==> src/rtl/rcv_pkg.sv <==
// Shared types for the serial packet receive controller.
// State encoding and default sync byte.
package rcv_pkg;

  typedef enum logic [2:0] {
    IDLE,
    SYNC_WAIT,
    SYNC_CHK,
    RECEIVE,
    STORE,
    ERR_EOP,
    EOP_WAIT
  } rcv_state_t;

  localparam logic [7:0] SYNC_BYTE_DEF = 8'h80;

endpackage

==> src/rtl/bit_slot_counter.sv <==
// Counts sample strobes within one byte slot.
// rollover_o flags the strobe that completes the slot.
module bit_slot_counter #(
  parameter int N  = 8,
  parameter int CW = $clog2(N + 1)
) (
  input  logic          clk,
  input  logic          n_rst,
  input  logic          clear_i,
  input  logic          count_en_i,
  output logic [CW-1:0] count_o,
  output logic          rollover_o
);

  logic [CW-1:0] count_q, count_d;

  assign rollover_o = count_en_i &&
                      (count_q == CW'(N - 1));
  assign count_o    = count_q;

  always_comb begin
    count_d = count_q;
    if (clear_i)
      count_d = '0;
    else if (rollover_o)
      count_d = '0;
    else if (count_en_i)
      count_d = count_q + 1'b1;
  end

  always_ff @(posedge clk or negedge n_rst) begin
    if (!n_rst) count_q <= '0;
    else        count_q <= count_d;
  end

endmodule

==> src/rtl/rcv_ctrl_fsm.sv <==
// Receive control FSM: sync check, byte framing,
// FIFO write pulses and sticky framing error.
module rcv_ctrl_fsm
  import rcv_pkg::*;
#(
  parameter int         BITS_PER_BYTE = 8,
  parameter logic [7:0] SYNC_BYTE     = SYNC_BYTE_DEF,
  parameter int         MAX_BYTES     = 64,
  parameter int         BCW           = 7
) (
  input  logic           clk,
  input  logic           n_rst,
  input  logic           d_edge,
  input  logic           shift_strobe,
  input  logic           eop,
  input  logic [7:0]     rcv_data,
  output logic           rcving,
  output logic           w_enable,
  output logic           r_error,
  output logic [BCW-1:0] byte_count
);

  localparam int CW = $clog2(BITS_PER_BYTE + 1);

  rcv_state_t     state_q, state_d;
  logic [BCW-1:0] cnt_q, cnt_d;
  logic           err_q, err_d;
  logic [CW-1:0]  bit_cnt;
  logic           term;

  // Held clear in IDLE so every packet starts at slot 0.
  bit_slot_counter #(
    .N  (BITS_PER_BYTE),
    .CW (CW)
  ) u_bits (
    .clk        (clk),
    .n_rst      (n_rst),
    .clear_i    (state_q == IDLE),
    .count_en_i (shift_strobe),
    .count_o    (bit_cnt),
    .rollover_o (term)
  );

  always_comb begin
    state_d = state_q;
    cnt_d   = cnt_q;
    err_d   = err_q;
    unique case (state_q)
      IDLE: begin
        if (d_edge) begin
          state_d = SYNC_WAIT;
          cnt_d   = '0;
          err_d   = 1'b0;
        end
      end
      SYNC_WAIT: begin
        if (eop)       state_d = ERR_EOP;
        else if (term) state_d = SYNC_CHK;
      end
      SYNC_CHK: begin
        state_d = (rcv_data == SYNC_BYTE) ?
                  RECEIVE : ERR_EOP;
      end
      RECEIVE: begin
        if (eop)
          state_d = (bit_cnt == '0) ?
                    EOP_WAIT : ERR_EOP;
        else if (term)
          state_d = STORE;
      end
      STORE: begin
        cnt_d   = cnt_q + 1'b1;
        state_d = (cnt_d == BCW'(MAX_BYTES)) ?
                  ERR_EOP : RECEIVE;
      end
      ERR_EOP: begin
        if (eop) state_d = EOP_WAIT;
      end
      EOP_WAIT: begin
        if (!eop) state_d = IDLE;
      end
      default: state_d = IDLE;
    endcase
    if (state_d == ERR_EOP) err_d = 1'b1;
  end

  always_ff @(posedge clk or negedge n_rst) begin
    if (!n_rst) begin
      state_q <= IDLE;
      cnt_q   <= '0;
      err_q   <= 1'b0;
    end else begin
      state_q <= state_d;
      cnt_q   <= cnt_d;
      err_q   <= err_d;
    end
  end

  assign rcving     = (state_q != IDLE);
  assign w_enable   = (state_q == STORE);
  assign r_error    = err_q;
  assign byte_count = cnt_q;

endmodule

==> config.mk <==
export PLATFORM = sky130hd
export DESIGN_NAME = rcv_ctrl_fsm
export DESIGN_NICKNAME = d
export VERILOG_FILES = /design/src/rtl/rcv_pkg.sv /design/src/rtl/bit_slot_counter.sv /design/src/rtl/rcv_ctrl_fsm.sv
export SDC_FILE = /design/constraint.sdc
export NUM_CORES = 1
export LEC_CHECK = 0
export CAP_MARGIN = 20
export CORE_MARGIN = 2
export CORE_UTILIZATION = 40
export DETAILED_ROUTE_END_ITERATION = 8
export DONT_BUFFER_PORTS = 1
export PLACE_DENSITY = 0.63
export SYNTH_ARGS = -nofsm -noshare
export SYNTH_HDL_FRONTEND = slang
export SYNTH_HIERARCHICAL = 1
export SYNTH_SLANG_ARGS = --single-unit
==> constraint.sdc <==
create_clock -name clk -period 4.7 [get_ports clk]
set_input_delay 0.705 -clock clk [delete_from_list [all_inputs] [get_ports clk]]
set_output_delay 0.705 -clock clk [all_outputs]
set_load 0.02 [all_outputs]
[After elaboration in Yosys (flattened, before gate mapping)]
Index checks and enable logic that the tools add are counted.
Word-level totals
  register bits after elaboration: 15
  latch bits: 0
  memory bits (writable): 0
  memory bits (read-only): 0
  input bits: 13
  memories: 0
Cells by class
  $add $sub $neg: 2
  multipliers: 0
  divide/modulo/power cells: 0
  order comparisons: 0
  equal/unequal tests: 11
  shift-type cells: 0
  mux-type cells: 19
  bitwise logic cells: 0
  reduce and logical (&&, ||, !) cells: 10
Operators by type and width (number)
  3-bit two-way mux: 9
  3-bit case mux with 7 select lines: 1
  7-bit case mux with 2 select lines: 1
  3-bit == test (second input constant): 4
  4-bit two-way mux: 3
  8-bit == test (second input constant): 1
  7-bit by 1-bit adder with 7-bit output (second input constant): 1
  7-bit == test (second input constant): 1
  7-bit two-way mux: 1
  3-bit by 2-bit == test with 1-bit output (second input constant): 2
  2-bit nonzero test: 3
  3-bit nonzero test: 2
  4-bit by 1-bit adder with 4-bit output (second input constant): 1
  4-bit by 3-bit == test with 1-bit output (second input constant): 1
  4-bit zero test: 1
  2-bit AND reduction: 2
  3-bit by 1-bit == test with 1-bit output (second input constant): 1
  3-bit zero test: 1
  1-bit two-way mux: 3
  2-bit two-way mux: 1
  2-bit != test (second input constant): 1
  1-bit logical AND: 1

[Logic depth before layout (Yosys ltp)]
Gate-level depths: netlist of run 1.
  depth in word-level cells: 8
  depth in mapped cells: 7
  gate-level depth less buffers: 6

[Cells and area by module]
Netlist of run 1, hierarchy kept.
By module, submodules not included
  rcv_ctrl_fsm: times used 1, cells each 87, area each 812.0 um2, seq. area each 275.3 um2
  bit_slot_counter: times used 1, cells each 18, area each 240.2 um2, seq. area each 100.1 um2

[Worst setup path after synthesis of run 1]
Ideal clock, no wire load.
  path kind: input-to-reg
  start: input port shift_strobe
  end: register err_q (netlist: r_error)
  library setup time: 0.126 ns
  data arrival time: 1.626 ns
  data required time: 4.574 ns
  path slack: 2.948 ns
  stages: 6
  cell sequence: buf_6 -> and4b_4 -> a21o_1 -> a221oi_2 -> nand2b_1 -> nand3_1
Between the ends
  word-level cells in the longest chain between the ends: 7
RTL lines
  start: declaration: RTL line rcv_ctrl_fsm.sv:14  | input logic shift_strobe,
  1-bit logical AND (*): RTL line bit_slot_counter.sv:17  | assign rollover_o = count_en_i &&
  net term: RTL line rcv_ctrl_fsm.sv:29  | logic term;
  3-bit two-way mux, on equally long branches: RTL line rcv_ctrl_fsm.sv:68, rcv_ctrl_fsm.sv:58
  3-bit two-way mux, on equally long branches: RTL line rcv_ctrl_fsm.sv:65, rcv_ctrl_fsm.sv:57
  3-bit case mux with 7 select lines (*): RTL line rcv_ctrl_fsm.sv:48  | unique case (state_q)
  3-bit == test (*): RTL line rcv_ctrl_fsm.sv:84  | if (state_d == ERR_EOP) err_d = 1'b1;
  2-bit nonzero test (no line)
  2-bit AND reduction (no line)
  end signal: assignment: RTL line rcv_ctrl_fsm.sv:95  | err_q <= err_d;
  end: declaration: RTL line rcv_ctrl_fsm.sv:27  | logic err_q, err_d;
The timed path passes the listed nets; every way through them passes the cells marked *.
A chain may end at the register's enable or synchronous reset.

[Worst setup path after layout of run 1]
  start: register state_q[2]
  end: output port rcving
Between the ends
  word-level cells in the longest chain between the ends: 1
RTL lines
  start: declaration: RTL line rcv_ctrl_fsm.sv:25  | rcv_state_t state_q, state_d;
  start signal: assignment: RTL line rcv_ctrl_fsm.sv:93  | state_q <= state_d;
  3-bit nonzero test: RTL line rcv_ctrl_fsm.sv:99  | assign rcving = (state_q != IDLE);
  end: declaration: RTL line rcv_ctrl_fsm.sv:17  | output logic rcving,
Every way passes these cells.

==> results of run 1 <==
==> per-layer routing <==
layer | GRT usage (%) | routed length (um) | vias to the layer above | part of all wire, %
li1 | - | - | 388 | -
met1 | 19.4 | 958 | 363 | 47
met2 | 22.8 | 992 | 12 | 48
met3 | 4.45 | 89 | 2 | 4.3
met4 | 4.18 | 15 | 0 | 0.73
met5 | 0 | 0 | - | 0
==> critical path, cell delays in order, from the launching register on <==
cell and delay, ns:
dfrtp_1 0.55, nor3_4 0.43, inv_1 0.20
==> power by group through the flow <==
| stage | Clock (uW) | Sequential, uW | Combinational [uW] |
|---|---|---|---|
| 4_1_cts | 77.6 | 279 | 242 |
| 6_report | 73.4 | 279 | 240 |
| 2_1_floorplan | 0 | 234 | 263 |
| 3_5_place_dp | 0 | 283 | 241 |
| 5_1_grt | 82.7 | 291 | 273 |
| 3_3_place_gp | 0 | 278 | 235 |
==> cell usage after synthesis, types with 2 or more instances <==
cell,number,area (um2)
dfrtp_1,15,375
o21ai_0,10,50.1
nand2_1,9,33.8
nand3_1,6,30.0
nor2_1,6,22.5
a21oi_1,3,15.0
buf_6,3,33.8
ha_1,3,37.5
xnor2_1,3,26.3
a221oi_2,2,30.0
a32o_1,2,20.0
mux2i_1,2,20.0
nand2b_1,2,12.5
nand4b_1,2,17.5
nor2_2,2,12.5
nor3_1,2,10.0
o31ai_1,2,15.0
==> worst max path at each step <==
stage,end,cells after the start,slack [ns]
6_report,rcving,2,2.54
5_1_grt,rcving,2,2.43
4_1_cts,rcving,2,2.53
3_5_place_dp,rcving,2,2.84
3_3_place_gp,rcving,2,2.89
2_1_floorplan,r_error,6,2.95
==> layout make-up <==
type,count,share of cell area (%)
Clock buffer,4,2.44
Inverter,2,0.931
Sequential cell,15,34.9
Multi-Input combinational cell,84,58.2
Tap cell,30,3.49
==> state kept, by name (all words and copies together) (netlist names) <==
register,cells
u_bits/count_o,4
byte_count,7
state_q,3
r_error,1
==> cell families after synthesis <==
family / synth area share, %
xor gates and xnor gates: 3.33
muxes: 3.33
AOI/OAI and AO/OA: 19.1
adders and majority gates: 3.57
and+or+nand+nor: 30.1
DFF: 35.7
buffers and inverters: 4.88
==> stage by stage <==
step	utilization [%]	setup slack [ns]
detailed placement	42.3	2.84
finish	43.4	2.54
floorplan	-	2.95
global placement	42.3	2.89
CTS	43.4	2.53
global route	43.4	2.43
==> results.md, run 1 <==
- The run finished with clean final reports.
- The initial antenna violation count came to 0.
- The number of hold buffers added after CTS was 0.
- Based on the critical path, the design can be clocked at up to 0.464 GHz.
- STA classifies the critical path startpoint as a flop.
- The share of total power consumed by net switching is 45.4%.
- The source-to-sink clock delay at the later pin of the worst-skew pair is 0.28 ns.
- The transition at the pin with the smallest max-transition slack is 0.450 ns.
- The count of endpoints failing hold in the final timing report is 0.
- Summed over all failing endpoints, the final setup total negative slack is 0 ns.
- In the global route stage, overall resource usage came out at 14.6%.
- The total overflow left after global routing is 0.
- Combinational logic burns 40.5% of the power.
- Before antenna repair, the detailed router went through 4 iterations.
- The finished layout holds 135 standard cells, fillers aside.
- The startpoint of the lowest-slack register-to-register path is byte_count[0].
- The longest clock path from root to sink contains 2 buffers.
- Counting flops with a built-in enable in the synthesized netlist gives 0.
- Clock-pin slew was measured on the worst setup and hold paths at 0.09 ns.
- The average cell area after synthesis is about 10 um2.
- The finished cells cover 1070 um2.
- Max-cap violations in this run came to 0.
- The floorplan row count is 18.
- Leaving out fill and tap cells, the most frequent cell in the layout is dfrtp_1.
- The wire length of the first global-routing pass is 3620 um.
- The endpoint identified for the worst register-to-register timing path is state_q[1].
- The max-slew violation count came to 0.
- The flip-flop and latch count after synthesis is 15.
- The worst setup path category is flop to output port.
- For the finished layout, the period the worst path requires is approximately 2.2 ns.
- The number of I/O pins is 23.
- Entering global routing, the biggest net connects 16 pins.
- Setup repair after global routing left no endpoint under its margin.
- Dividing total power by cell area gives a power density of 551 nW/um2.
- The reported leakage power is about 0.00044 uW.
- The worst endpoint data arrival time is 1.45 ns.
- The worst setup path is captured at an output port.
- The post-placement cell area is between 1000 and 1500 um2.
- The detail route stage leaves a number of antenna-violating nets equal to 0.
- In this run the standard cell core region covers 2480 um2.
- The congestion estimate from routability-driven global placement came to 0.786.
- The setup slack on the worst flop-to-flop path is roughly 3 ns.
- Registers are responsible for between 40% and 50% of the overall power.
- Cells with a size suffix above 1 make up 20.0% of the layout.
- For this block, the via count after detailed routing is 765.
- The post-synth net total is 121.
- Measured in cells, the most critical reg-to-reg path has a length of 6.
- In this run the post-CTS setup repair buffer count came out at 0.
- Compared with the post-synthesis result, the final layout area differs by 2.14%.
- The total inserted antenna cells is 0.
- The TritonCTS clock tree is built.
- After clock tree synthesis, the repair step resized 0 gates.
- The number of placed instances with taps included is 131.
- In this run the tool buffered the top-level ports with 0 buffer cells.
- After detailed routing, the number of remaining DRC violations is 0.
- The HPWL after detailed placement is around 1600 um.
- The violation count after the first detailed-routing iteration is 16.
- The largest fanout on the critical path is 10.
- After synthesis, the share of flip-flops with an asynchronous set or reset is 100%.
- The tightest hold path in the finished design has a slack of around 0.11 ns.
- The startpoint of the most critical setup path is state_q[2].
- The number of global-route vias before repair was 792.
- The worst setup skew after layout is 0.00143 ns.
- The internal power component is 323 uW.
- The data required time at the worst endpoint is 3.99 ns.
- The average routed wire per standard cell is approximately 15 um.
- CTS built an H-tree with a depth of 1.
- The share of power burned in the clock network is 12.4%.
- The switching power summed over all nets is 269 uW.
- The vertical extent of the die is 55.3 um.
- The total design power is 593 uW.
- In this run the worst hold path is classified as input pin to async pin.
- The area of combinational cells with multiple inputs is ~630 um2.
- The full die area is 3060 um2.
- In this run the tightest slew margin relative to its limit is 70.0%.
- Summing the sequential cell areas from Yosys gives 35.7% of the chip area.
- The final worst-path cycle share is 45.9%.
- Yosys printed 6 warnings.
- The peak supply drop is 0.290 mV.
- Counting the buffers created by CTS gives 3.
- The die boundary width is 55.3 um.
- Synthesis produced a netlist whose cell count is 105.
- The number of nets in the finished design is 122.
- The initial utilization of the core area, before any placement, comes to between 40% and 50%.
- Dividing the detail-routed via count by the number of cells gives 5.67.
- The primary flip-flop cell chosen by synthesis mapping is dfrtp_1.
- In this run the clock root is driven by a clkbuf_4.
- The top cell types in the final layout, fill and taps aside, are dfrtp_1, o21ai_0, nand2_1.
- The sink count of the clock tree is 15.
- The count of distinct cell types in the synthesized netlist is 48.
- In this run the cell area of the synthesized design comes to 1050 um2.
- The final setup violation count is 0.
- After filler insertion, the fill cell instance count of the layout stands at approximately 250.
- For this block, the routed nets add up to 2060 um of wire.
- The register area is approximately 380 um2.
No activity file was read; power rests on OpenSTA's default activity.
==> inputs of run 2 (changes only) <==
--- a/config.mk
+++ b/config.mk
@@ -5,12 +5,13 @@
 export SDC_FILE = /design/constraint.sdc
 export NUM_CORES = 1
 export LEC_CHECK = 0
+export ABC_AREA = 1
 export CAP_MARGIN = 20
 export CORE_MARGIN = 2
 export CORE_UTILIZATION = 40
 export DETAILED_ROUTE_END_ITERATION = 8
 export DONT_BUFFER_PORTS = 1
-export PLACE_DENSITY = 0.63
+export PLACE_DENSITY = 0.65
 export SYNTH_ARGS = -nofsm -noshare
 export SYNTH_HDL_FRONTEND = slang
 export SYNTH_HIERARCHICAL = 1
==> constraint.sdc (replaced) <==
create_clock -name clk -period 1.85 [get_ports clk]
set_input_delay 0.2775 -clock clk [delete_from_list [all_inputs] [get_ports clk]]
set_output_delay 0.2775 -clock clk [all_outputs]
set_load 0.02 [all_outputs]
==> run 2 against run 1 <==
First-iteration DRC count grew 19%. Via count rose by 21%. Die area is 4.2% lower. Flip-flop and latch count unchanged. Sequential share of layout area decreased by 0.64 points. Clock skew grew 0.0047 ns. Worst hold slack better by 0.021 ns. Combinational power increased to 3.3 times the previous value. Core utilization increased by 1.6 points. Setup slack got worse by 2.3 ns. Largest cell class unchanged.
==> results.md, run 2 <==
- After synthesis, the largest family of logic cells by area is simple AND/OR/NAND/NOR gates.
- The final layout contains routed wiring with a total length of 2210 um.
- The average cell area after synthesis is a little over 7 um2.
- IR analysis of the VDD net gives a maximum drop of 0.669 mV.
- The count of buffering cells on the critical path with inverters included is 1.
- The CTS clock-pin slew for the worst setup and hold paths is 0.10 ns.
- After detailed routing, the number of vias per cell comes to ~5.2.
- The fraction of the mapped netlist area in adder cells is under 10%.
- The largest area contributor in the netlist is dfrtp_1.
- Data on the critical path is required at its endpoint by about 1.6 ns.
- Counting the fill cells in the layout gives 245.
- Synthesis produced a netlist with a net count of 158.
- At the end of routability-driven placement, the weighted congestion stood at 0.769.
- CTS built an H-tree with a depth of 1.
- The synthesis-to-layout area growth is 8.97%.
- The post-synthesis share of cell area spent on and, or, nand and nor gates is 40.8%.
- The total negative setup slack is 0 ns.
- The number of iterations in the first detailed-routing pass is 4.
- After detailed routing, the average wire length per cell comes to 12.3 um.
- At the pin with the least slew margin, the transition time is 0.725 ns.
- After layout, the worst path uses just under 90% of the clock period.
- For this run, the leading register cell type out of synthesis is dfrtp_1.
- The synthesized design contains 0 enable-type register cells.
- The core region area is around 2400 um2.
- The flip-flop count of the largest register, all copies and words added is 7.
- Yosys printed 6 warnings.
- The run finished with clean final reports.
- The initial antenna violation count was 0.
- The clock tree root buffer cell is clkbuf_4.
- The portion of the post-synthesis area used by sequential elements is approximately 37%.
- The remaining design rule violation count is 0.
- The number of vias in the routed layout is 929.
- The endpoint type of the worst setup path is an output port.
- The initial utilization of the core area, before any placement, comes to between 40% and 50%.
- The longest individual stage delay on the worst path is 0.45 ns.
- In the synthesized netlist, mux cells make up 0% of the area.
- The die is about 54 um wide.
- The top cell types in the final layout, fill and taps aside, are nand2_1, inv_1, dfrtp_1.
- The residual antenna-violating net count after detailed routing is 0.
- The first global-routing pass estimated roughly 3700 um of wire.
- The floorplan row count is 18.
- The area of the mapped netlist is 1000 um2.
- The master of the slowest instance on the critical path is dfrtp_1.
- The dominant cell by count in the synthesized netlist is nand2_1.
- The max-slew violation count came to 0.
- Summing the areas of all xor and xnor instances in the mapped netlist gives 0.872% of the synthesized area.
- Max-cap violations in this run came to 0.
- The count of distinct cell types in the synthesized netlist is 23.
- During placement, the flow inserted port buffers numbering 0.
- The full die area is 2930 um2.
- The power per unit of standard cell area is 1560 nW/um2.
- Counting I/O delays and the setup requirement, the final critical path takes 1.64 ns.
- Setup repair after global routing left no endpoint under its margin.
- In this run the static leakage power is 0.000520 uW.
- By count the netlist is led by nand2_1, inv_1, dfrtp_1, nor2_1, nand3_1.
- The peak clock frequency supported by timing is 0.610 GHz.
- The overall routing resource usage is around 18%.
- The worst setup path category is flop to output port.
- Summing the areas of all compound-gate instances in the mapped netlist gives 10.1% of the synthesized area.
- The tightest slew margin relative to the limit is 51.5%.
- The class of the tightest hold or removal check is input pin to flop.
- The HPWL reported at the end of detailed placement is 1700 um.
- The share of async-settable or async-resettable flops after synthesis is 100%.
- The TritonCTS clock tree is built.
- The number of global-route vias before repair was 883.
- The total inserted antenna cells is 0.
- Buffers inserted during clock tree synthesis total 3.
- The most common cell after layout, fill and taps aside is nand2_1.
- The number of I/O pins is 23.
- The flip-flop and latch count after synthesis is 15.
- The net count of the finished layout is 166.
- The family with the most delay on the worst path is flip-flops.
- The vertical extent of the die is 54.1 um.
- In the final layout, the share of cells above drive strength 1 is between 10% and 20%.
- The startpoint class of the critical path is a flop.
- In this run the biggest area consumer among cell types represents 37.4% of the synthesized area.
- By area the synthesized netlist is led by dfrtp_1, nand2_1, inv_1.
- The signal on the critical path passes through nor2_1 > nand2_1 > inv_2.
- The synthesized instance count is 142.
- Setup violations remaining at the end of the flow were counted as 0.
- The sink count of the clock tree is 15.
- Entering global routing, the biggest net connects 16 pins.
- No sink is reached through more buffers than the 2 on the longest clock path.
- The leftover overflow at the end of global routing is 0.
- The post-cts gate resize count is 0.
- The largest fanout on the critical path is 8.
- The source-to-sink clock delay at the later pin of the worst-skew pair is around 0.29 ns.
- The violation count after the first detailed-routing iteration is 19.
- The count of endpoints failing hold in the final timing report is 0.
- The worst endpoint data arrival time is 1.36 ns.
- The worst setup skew after layout is about 0.006 ns.
- The total design power is 1710 uW.
[run 2: logic make-up (layout without fill, tap and decap cells)]
| group | Yosys count | count (layout) |
|---|---|---|
| DFF | 15 | 15 |
| adders and majority gates | 3 | 3 |
| and+or+nand+nor | 87 | 87 |
| buffers and inverters | 19 | 26 |
| xor gates and xnor gates | 1 | 1 |
| AOI/OAI and AO/OA | 17 | 17 |
[run 2: stage by stage]
stage	setup WS [ns]	util, %	instance area [um2]	cells	hold WS [ns]
after floorplan	0.382	-	1000	142	-0.0181
after detailed placement	0.344	43.5	1060	174	-0.0177
after CTS	0.191	45.0	1090	179	0.133
after global routing	0.0709	45.0	1090	179	0.142
final	0.209	45.0	1090	179	0.131
after global placement	0.344	43.5	1060	174	-0.0178
[run 2: where the power goes]
part	switching, uW	internal (uW)	total [uW]
clock network	118	80.3	198
registers	253	469	723
logic	514	277	791
[run 2: layout make-up]
| cell class | instances | area, um2 | area share, % |
|---|---|---|---|
| multi-input cells | 108 | 558 | 51.0 |
| inverters | 19 | 71.3 | 6.51 |
| repair buffers | 3 | 25.0 | 2.29 |
| clock buffers | 3 | 22.5 | 2.06 |
| well taps | 30 | 37.5 | 3.43 |
| clock inverters | 1 | 5.00 | 0.457 |
| flip-flops and latches | 15 | 375 | 34.3 |
[run 2: worst reg2reg max path, delay by kind of cell, from the launching register on]
kind	cells	cell delay (ns)
DFF	1	0.45
buffers and inverters	2	0.26
and+or+nand+nor	6	0.70
[run 2: worst paths after layout]
path | from | to | slack [ns] | cells after the start
max | state_q[0] | w_enable | 0.21 | 3
min | shift_strobe | u_bits/count_o[1] | 0.13 | 2
max reg2reg | state_q[0] | u_bits/count_o[0] | 0.34 | 8
min reg2reg | u_bits/count_o[3] | u_bits/count_o[3] | 0.56 | 2
max in group asynchronous | n_rst | state_q[1] | 0.92 | 1
min in group asynchronous | n_rst | byte_count[4] | 0.48 | 1
[run 2: timing repair]
action,4_1_cts,5_1_grt
endpoints found under the hold margin,15,0
hold buffers,1,0
buffers inserted,0,0
[run 2: layer usage]
metal	vias to the layer above	routed length (um)	track usage [%]
met5	-	0	0
met4	0	17	7.50
met3	2	134	3.89
met2	19	1110	30.3
met1	438	942	21.5
li1	470	-	-
